--- src/rtl/mac_ch_lpbk_pkg.sv ---
// Shared constants, lane state encoding and the pattern segment packer for the
// MAC-side channel loopback generator/checker.
package mac_ch_lpbk_pkg;

  localparam int SEG_W = 16;
  localparam int TAG_W = 4;
  localparam int CNT_W = 12;

  typedef enum logic [1:0] {SEARCH, VERIFY, LOCKED} lane_state_e;

  function automatic logic [SEG_W-1:0] pack_seg(input logic [TAG_W-1:0] tag,
                                                input logic [CNT_W-1:0] cnt);
    return {tag, cnt};
  endfunction

endpackage

--- src/rtl/mac_ch_lpbk_lane.sv ---
// One channel of the loopback tester: counter-pattern generator, lock FSM and
// saturating error/good counters. MAC_CH_LPBK_ERR_INJ_EN adds bit-0 TX error injection.
//
// state  | meaning
// SEARCH | waiting for a well-formed word to seed the expected count
// VERIFY | counting consecutive matches toward lock
// LOCKED | tracking; matches count good, mismatches count errors
module mac_ch_lpbk_lane
  import mac_ch_lpbk_pkg::*;
#(
  parameter int W          = 80,
  parameter int TAG        = 1,
  parameter int LOCK_CNT   = 8,
  parameter int UNLOCK_CNT = 4
) (
  input  logic          m_wr_clk,
  input  logic          m_wr_rst,
  input  logic          tx_en,
  input  logic          rx_v,
  input  logic          clr_cnt,
`ifdef MAC_CH_LPBK_ERR_INJ_EN
  input  logic          inj_err,
`endif
  output logic [W-1:0]  tx_word,
  input  logic [W-1:0]  rx_word,
  output logic          locked,
  output logic [15:0]   err_cnt,
  output logic [31:0]   good_cnt
);

  localparam int NSEG = W / SEG_W;
  localparam logic [TAG_W-1:0] TAG_V     = TAG_W'(TAG);
  localparam logic [7:0]       RUN_LOAD  = 8'(LOCK_CNT - 1);
  localparam logic [7:0]       MISS_LOAD = 8'(UNLOCK_CNT);

  function automatic logic [W-1:0] pat_word(input logic [CNT_W-1:0] cnt);
    return {NSEG{pack_seg(TAG_V, cnt)}};
  endfunction

  logic [CNT_W-1:0] tx_cnt;
  logic [W-1:0]     tx_pat;

  always_comb begin
    tx_pat = pat_word(tx_cnt);
`ifdef MAC_CH_LPBK_ERR_INJ_EN
    tx_pat[0] = tx_pat[0] ^ inj_err;
`endif
  end

  always_ff @(posedge m_wr_clk) begin
    if (m_wr_rst) begin
      tx_cnt  <= '0;
      tx_word <= '0;
    end else if (tx_en) begin
      tx_cnt  <= tx_cnt + CNT_W'(1);
      tx_word <= tx_pat;
    end else begin
      tx_word <= '0;
    end
  end

  lane_state_e      state;
  logic [W-1:0]     rx_q;
  logic             rx_vq;
  logic [CNT_W-1:0] exp_cnt;
  logic [7:0]       run_left;
  logic [7:0]       miss_left;
  logic             well_formed;
  logic             hit;

  always_comb begin
    well_formed = (rx_q[SEG_W-1 -: TAG_W] == TAG_V);
    for (int s = 1; s < NSEG; s++) begin
      if (rx_q[s*SEG_W +: SEG_W] != rx_q[SEG_W-1:0]) well_formed = 1'b0;
    end
    hit = (rx_q == pat_word(exp_cnt));
  end

  // run_left/miss_left are down-counters; terminal count 1 triggers the transition
  always_ff @(posedge m_wr_clk) begin
    if (m_wr_rst) begin
      state     <= SEARCH;
      rx_q      <= '0;
      rx_vq     <= 1'b0;
      exp_cnt   <= '0;
      run_left  <= '0;
      miss_left <= '0;
      locked    <= 1'b0;
      err_cnt   <= '0;
      good_cnt  <= '0;
    end else begin
      rx_q  <= rx_word;
      rx_vq <= rx_v;
      if (rx_vq) begin
        unique case (state)
          SEARCH: begin
            if (well_formed) begin
              exp_cnt   <= rx_q[CNT_W-1:0] + CNT_W'(1);
              run_left  <= RUN_LOAD;
              miss_left <= MISS_LOAD;
              state     <= VERIFY;
            end
          end
          VERIFY: begin
            exp_cnt <= exp_cnt + CNT_W'(1);
            if (!hit) begin
              state <= SEARCH;
            end else if (run_left == 8'd1) begin
              state  <= LOCKED;
              locked <= 1'b1;
            end else begin
              run_left <= run_left - 8'd1;
            end
          end
          LOCKED: begin
            exp_cnt <= exp_cnt + CNT_W'(1);
            if (hit) begin
              miss_left <= MISS_LOAD;
            end else if (miss_left == 8'd1) begin
              state  <= SEARCH;
              locked <= 1'b0;
            end else begin
              miss_left <= miss_left - 8'd1;
            end
          end
          default: begin
            state  <= SEARCH;
            locked <= 1'b0;
          end
        endcase
      end
      if (clr_cnt) begin
        err_cnt  <= '0;
        good_cnt <= '0;
      end else if (rx_vq && state == LOCKED) begin
        if (hit && good_cnt != '1) good_cnt <= good_cnt + 32'(1);
        if (!hit && err_cnt != '1) err_cnt <= err_cnt + 16'(1);
      end
    end
  end

endmodule

--- config.mk ---
export PLATFORM = sky130hd
export DESIGN_NAME = mac_ch_lpbk_lane
export DESIGN_NICKNAME = d
export VERILOG_FILES = /design/src/rtl/mac_ch_lpbk_pkg.sv /design/src/rtl/mac_ch_lpbk_lane.sv
export SDC_FILE = /design/constraint.sdc
export NUM_CORES = 1
export LEC_CHECK = 0
export BUFFER_PORTS_ARGS = -buffer_cell sky130_fd_sc_hd__buf_2
export CORE_MARGIN = 4
export CORE_UTILIZATION = 45
export CTS_CLUSTER_DIAMETER = 50
export CTS_CLUSTER_SIZE = 8
export DETAILED_ROUTE_END_ITERATION = 7
export GPL_TIMING_DRIVEN = 0
export PLACE_DENSITY = 0.68
export SETUP_SLACK_MARGIN = 0.02
export SYNTH_ARGS = -nofsm -noshare
export SYNTH_HDL_FRONTEND = slang
export SYNTH_SLANG_ARGS = --single-unit
--- constraint.sdc ---
create_clock -name m_wr_clk -period 5.2 [get_ports m_wr_clk]
set_input_delay 0.52 -clock m_wr_clk [delete_from_list [all_inputs] [get_ports m_wr_clk]]
set_output_delay 0.52 -clock m_wr_clk [all_outputs]
set_load 0.01 [all_outputs]
==> results of run 1 <==
flip-flops by register name, indices dropped and copies added (netlist names):
name	cells
rx_q	80
good_cnt	32
err_cnt	16
tx_word	13
exp_cnt	12
tx_cnt	12
miss_left	8
run_left	8
state	2
locked	1
rx_vq	1
logic make-up after synthesis:
family / after synthesis / share of synthesized area [%]
AND/OR/NAND/NOR: 507 / 29.82
flip-flops: 185 / 39.70
AO/OA/AOI/OAI: 184 / 13.48
buffers and inverters: 148 / 8.933
XOR/XNOR: 49 / 4.600
multiplexers: 18 / 1.958
adder cells (fa/ha/maj): 11 / 1.475
other: 1 / 0.04020
where the power goes:
| group | switching [mW] | internal, mW |
|---|---|---|
| Sequential | 0.0344 | 1.45 |
| Clock | 0.598 | 0.736 |
| Combinational | 0.113 | 0.0992 |
synthesized netlist by cell type (all sizes together), types with 4 or more instances:
cell,number
dfxtp,185
nor2b,90
nor2,84
buf,78
nand3,61
nand2,60
clkbuf,49
nor3,40
a21oi,37
o21ai,37
nand4,32
xnor2,29
and2,24
and3,24
inv,21
or3,21
xor2,20
mux2i,16
a211oi,15
nand2b,15
nor4,12
or4,12
a31oi,11
ha,11
o2111ai,11
o211ai,9
o22ai,9
and4,7
nand4b,7
a21o,6
o31ai,6
nand3b,5
nor3b,5
a311oi,4
o21a,4
or2,4
cell type report:
cell class                      count  area, um2  share of cell area (%)
Inverter                           21      78.83                  0.6969
Clock inverter                     13      155.1                   1.372
Tap cell                          270      337.8                   2.987
Multi-Input combinational cell    784       4845                   42.83
Sequential cell                   185       3704                   32.74
Buffer                            127      754.5                   6.670
Timing Repair Buffer              198      991.0                   8.761
Clock buffer                       19      442.9                   3.916
Antenna cell                        1      2.502                 0.02212
per-layer routing:
metal  GRT usage (%)  wire [um]  vias up
met1           27.98      11660     3946
li1                -          -     4307
met5               0          0        -
met3           4.152       1415       45
met2           36.09      12000      279
met4           8.690        751        0
metrics by stage:
step,std cells,hold WS [ns],cell area (um2)
2_1_floorplan,1117,0.4391,9382
3_3_place_gp,1585,0.4550,10710
3_5_place_dp,1585,0.4700,10710
5_1_grt,1618,0.2745,11310
6_report,1618,0.2862,11310
4_1_cts,1617,0.2789,11310
worst paths after layout:
kind / from / to / slack, ns / depth (start not counted)
max reg2reg: state[0] / exp_cnt[10] / 0.41 / 16
min: rx_word[48] / rx_q[48] / 0.29 / 2
min reg2reg: miss_left[6] / miss_left[6] / 0.48 / 1
max: state[0] / exp_cnt[10] / 0.41 / 16
==> results.cfg, run 1 <==
[floorplanning]
rows = 52
ios = 214
start_util_pct = 45.96
core_um2 = 20300
die-width_um = 152.0
dieArea_um2 = 23100
die-height_um = 152.0

[drt]
drt_iter0_drc = 592
viasPerCell = 5.301
avgRoutedWirePerCell_um = 15.96
totalWireLength_mm = 25.83
drcViolationCount = 0
vias = 8577
dr.pass1.iters = 5
antenna_left = 0

[sta]
setup_tns_ns = 0
tightest_slew_ns = 0.7600
period_needed_ns = 4.787
rsz0062_at_grt = false
maxSlewViolCount = 0
max_clock_freq_mhz = 208.9
max_slew_margin_pct = 49.33
hold_violations = 0
finalSetupViolCount = 0
fin_ws_ns = 0.4129
fin_skew_ns = 0.01329
layout_worst_path_cycle_share_pct = 92.06

[setup_path]
arrival_ns = 5.07
cp_top_family = buffers and inverters
cp_slowest_cell = clkbuf_1
path_common_cell = clkbuf_1
slowest_delay_ns = 0.50
path_buf_inv = 6
crit_fanout = 10
path_cells = inv_1 -> ha_1 -> clkbuf_1 -> clkbuf_1 -> clkbuf_1 -> clkbuf_1 -> mux2_2 -> ha_1 -> inv_1 -> a221oi_1 -> nor2b_1 -> and2_1 -> a211oi_1 -> a21o_1 -> a21oi_1 -> a211oi_1
cp-end-kind = register
worstPathRequired_ns = 5.48
cp-start-kind = register
crit_type = reg -> reg

[power_and_ir_drop]
peakVddDrop_mv = 0.1878
p_leak_nw = 4.735
total_power_mw = 3.033
p_per_area_nw_per_um2 = 268.2

[clocking]
clk_latency_ns = 0.43
cts_tree = built
numCtsBuffers = 17
clk_path_buf_depth = 2
clock_sinks = 185
cts_setup_buffers = 0
cts.hold.buffers_added = 0
clk_pin_slew_ns = 0.07
ctsResizeCount = 0
clockRootBuffer = clkbuf_16
cts_max_level = 4

[synth]
synth_top_cell_by_area = dfxtp_1
netlist_instances = 1103
synth-seq-cells = 185
netlist_area_um2 = 9329
synthArstFlopShare_pct = 0
ys_warn_count = 0
ys_seq_area_share_pct = 39.70
avgSynthCellArea_um2 = 8.458
synth-edff-count = 0
ys.flop_type = dfxtp_1
synth_top_area_share_pct = 39.70
yosysUniqueCellTypes = 70
netlist_top_cells_area = dfxtp_1 40%, nor2b_1 6.0%, buf_4 5.5%, nor2_1 3.3%, nand3_1 3.3%

[placement]
io_buffers = 198
post-place-ws_ns = 0.5993
post-dp-hpwl_mm = 19.48
gp_congestion = 0.9960

[final_layout]
final_common_cell = buf_2
syn_to_final_growth_pct = 21.24
drive_gt1_share_pct = 24.05
nNetsFinal = 1430
fin_util_pct = 55.72
mostFrequentLayoutCells = 204 x buf_2, 185 x dfxtp_1, 90 x nor2b_1, 83 x nor2_1, 68 x buf_4
nFillCells = 1928

[run_status]
outcome = finished, final reports clean

[grt]
grt_pass1_vias = 8084
antenna_found_initial = 1
gr-usage-all-layers_pct = 21.74
grt_overflow_total = 0
grt_pass1_wl_mm = 41.62
grt_max_degree = 18

[job]
drv_cap = 0

[worst_hold_path]
min-delay-path-class = in -> reg
Note: power is estimated with default switching activity, not from simulation.
==> run 2: changes to the inputs <==
--- a/config.mk
+++ b/config.mk
@@ -12,7 +12,7 @@
 export CTS_CLUSTER_SIZE = 8
 export DETAILED_ROUTE_END_ITERATION = 7
 export GPL_TIMING_DRIVEN = 0
-export PLACE_DENSITY = 0.68
+export PLACE_DENSITY = 0.74
 export SETUP_SLACK_MARGIN = 0.02
 export SYNTH_ARGS = -nofsm -noshare
 export SYNTH_HDL_FRONTEND = slang
==> run 2 against run 1 <==
Clock-buffer cell count grew 2. Clock power barely moved. Non-clock buffer count is the same. Global-route usage is 0.33 points higher. Combinational power about the same. Sequential power barely moved. Largest cell class unchanged. Design area about the same. Via count is 2.7% higher. Final cell count barely moved. First-iteration DRC count decreased by 18%. Critical path type unchanged. Total power grew 0.18%.
==> results.cfg, run 2 (synthesized netlist as in run 1, its figures left out) <==
[sta]
max_slew_margin_pct = 49.22
tightest_slew_ns = 0.7618
max_clock_freq_mhz = 208.9
fin_skew_ns = 0.01294
holdWs_ns = 0.2875
finalSetupViolCount = 0
period_needed_ns = 4.788
setup_tns_ns = 0
hold_violations = 0
rsz0062_at_grt = false
fin_ws_ns = 0.4125
layout_worst_path_cycle_share_pct = 92.07
maxSlewViolCount = 0

[drt]
dr.pass1.iters = 5
totalWireLength_mm = 26.08
antenna_left = 0
vias = 8806
drcViolationCount = 0
viasPerCell = 5.446
drt_iter0_drc = 486
avgRoutedWirePerCell_um = 16.13

[setup_path]
arrival_ns = 5.06
critical_path.reg2reg.endpoint = exp_cnt[10]
path_buf_inv = 6
slowest_delay_ns = 0.52
cp-end-kind = register
cp_top_family = buffers and inverters
crit_fanout = 10
r2r_start = state[1]
path_common_cell = clkbuf_1
worstPathRequired_ns = 5.48
cp_slowest_cell = a221oi_1
path_cells = inv_1 -> ha_1 -> clkbuf_1 -> clkbuf_1 -> clkbuf_1 -> clkbuf_1 -> mux2_2 -> ha_1 -> inv_1 -> a221oi_1 -> nor2b_1 -> and2_1 -> a211oi_1 -> a21o_1 -> a21oi_1 -> a211oi_1
cp-start-kind = register
rr_worst_depth = 16
crit_type = reg -> reg
rrSetupSlack_ns = 0.41

[grt]
antenna_found_initial = 0
gr-usage-all-layers_pct = 22.07
grt_use_met1_pct = 27.83
met2_usage_pct = 36.43
grt.busiest_layer = met2
use_met3_pct = 4.693
grt_pass1_wl_mm = 42.65
grt_max_degree = 17
grt_overflow_total = 0
grt_pass1_vias = 8378

[clocking]
clock_sinks = 185
clk_latency_ns = 0.43
cts_max_level = 4
clk_pin_slew_ns = 0.07
clockRootBuffer = clkbuf_16
numCtsBuffers = 17
cts.hold.buffers_added = 0
clk_path_buf_depth = 2
cts_setup_buffers = 0
ctsResizeCount = 0
cts_tree = built

[floorplanning]
start_util_pct = 45.96
die-width_um = 152.0
core_um2 = 20300
dieArea_um2 = 23100
rows = 52
ios = 214
die-height_um = 152.0

[final_layout]
syn_to_final_growth_pct = 21.28
register_area_um2 = 3704
fin_util_pct = 55.74
diodes = 0
mostFrequentLayoutCells = 204 x buf_2, 185 x dfxtp_1, 90 x nor2b_1, 83 x nor2_1, 68 x buf_4
drive_gt1_share_pct = 24.05
final_common_cell = buf_2
top_regs = rx_q: 80 flops, good_cnt: 32 flops, err_cnt: 16 flops
largest_reg_flops = 80
postLayoutCellArea_um2 = 11310
multiInputGateArea_um2 = 4845
nNetsFinal = 1430
nFillCells = 1849
top_register = rx_q

[power_and_ir_drop]
p_per_area_nw_per_um2 = 268.6
pwr-share-comb_pct = 7.0
power_frac_clock_pct = 44.0
p_sw_share_pct = 24.06
p_leak_nw = 4.734
peakVddDrop_mv = 0.2136
internal_power_mw = 2.307
pwr-share-seq_pct = 48.9
switchingPower_mw = 0.7312

[placement]
placed_area_um2 = 10710
post-place-ws_ns = 0.5716
gp_congestion = 1.024
io_buffers = 198
post-dp-hpwl_mm = 19.45

[worst_hold_path]
hp-start = rx_word[31]
hold_path_depth = 2
min-delay-path-class = in -> reg
holdPathEnd = rx_q[31]

[job]
drv_cap = 0

[run_status]
outcome = finished, final reports clean
[run 2: changes by cell type in the layout (fill, tap and decap cells not counted), sizes merged]
| cell | delta |
|---|---|
| clkinvlp | +1 |
| diode | -1 |
| inv | -3 |
| clkbuf | +2 |
[run 2: cell type report]
cell class | instances | share of cell area, %
buffer | 127 | 6.668
clock buffer | 21 | 4.158
sequential | 185 | 32.73
tap | 270 | 2.986
inverter | 21 | 0.6967
multi-input combinational | 784 | 42.82
timing repair buffer | 198 | 8.758
clock inverter | 11 | 1.183
[run 2: metrics by stage]
| stage | total power [mW] | instances |
|---|---|---|
| CTS | 3.051 | 1617 |
| detailed placement | 1.730 | 1585 |
| finish | 3.039 | 1617 |
| global route | 3.144 | 1617 |
| floorplan | 1.642 | 1117 |
| global placement | 1.726 | 1585 |
[run 2: power groups by stage]
stage                     registers [mW]  logic, mW  clock network, mW
final                               1.49      0.214               1.34
after global routing                1.49      0.236               1.42
after CTS                           1.49      0.212               1.35
after detailed placement            1.52      0.212                  0
after global placement              1.52      0.209                  0
after floorplan                     1.51      0.134                  0
[run 2: worst register-to-register path, delay by kind of cell (launching register included)]
kind	cells	cell delay, ns
multiplexers	1	0.25
buffers and inverters	6	1.75
flip-flops	1	0.37
AND/OR/NAND/NOR	2	0.67
adder cells (fa/ha/maj)	2	0.57
AO/OA/AOI/OAI	5	1.02
[run 2: routing by layer]
metal / up-vias / part of all wire (%)
met2: 368 / 46
met4: 0 / 4.0
met3: 71 / 6.5
li1: 4298 / -
met1: 4069 / 43
met5: - / 0
[run 2: how the worst max path moves through the flow]
stage | start | to | slack [ns] | cells past startpoint
after CTS | state[1] | exp_cnt[10] | 0.52 | 16
final | state[1] | exp_cnt[10] | 0.41 | 16
after floorplan | state[1] | exp_cnt[10] | 1.44 | 16
after global routing | state[1] | exp_cnt[10] | 0.07 | 16
after detailed placement | state[1] | exp_cnt[10] | 0.57 | 16
after global placement | state[1] | exp_cnt[10] | 0.63 | 16
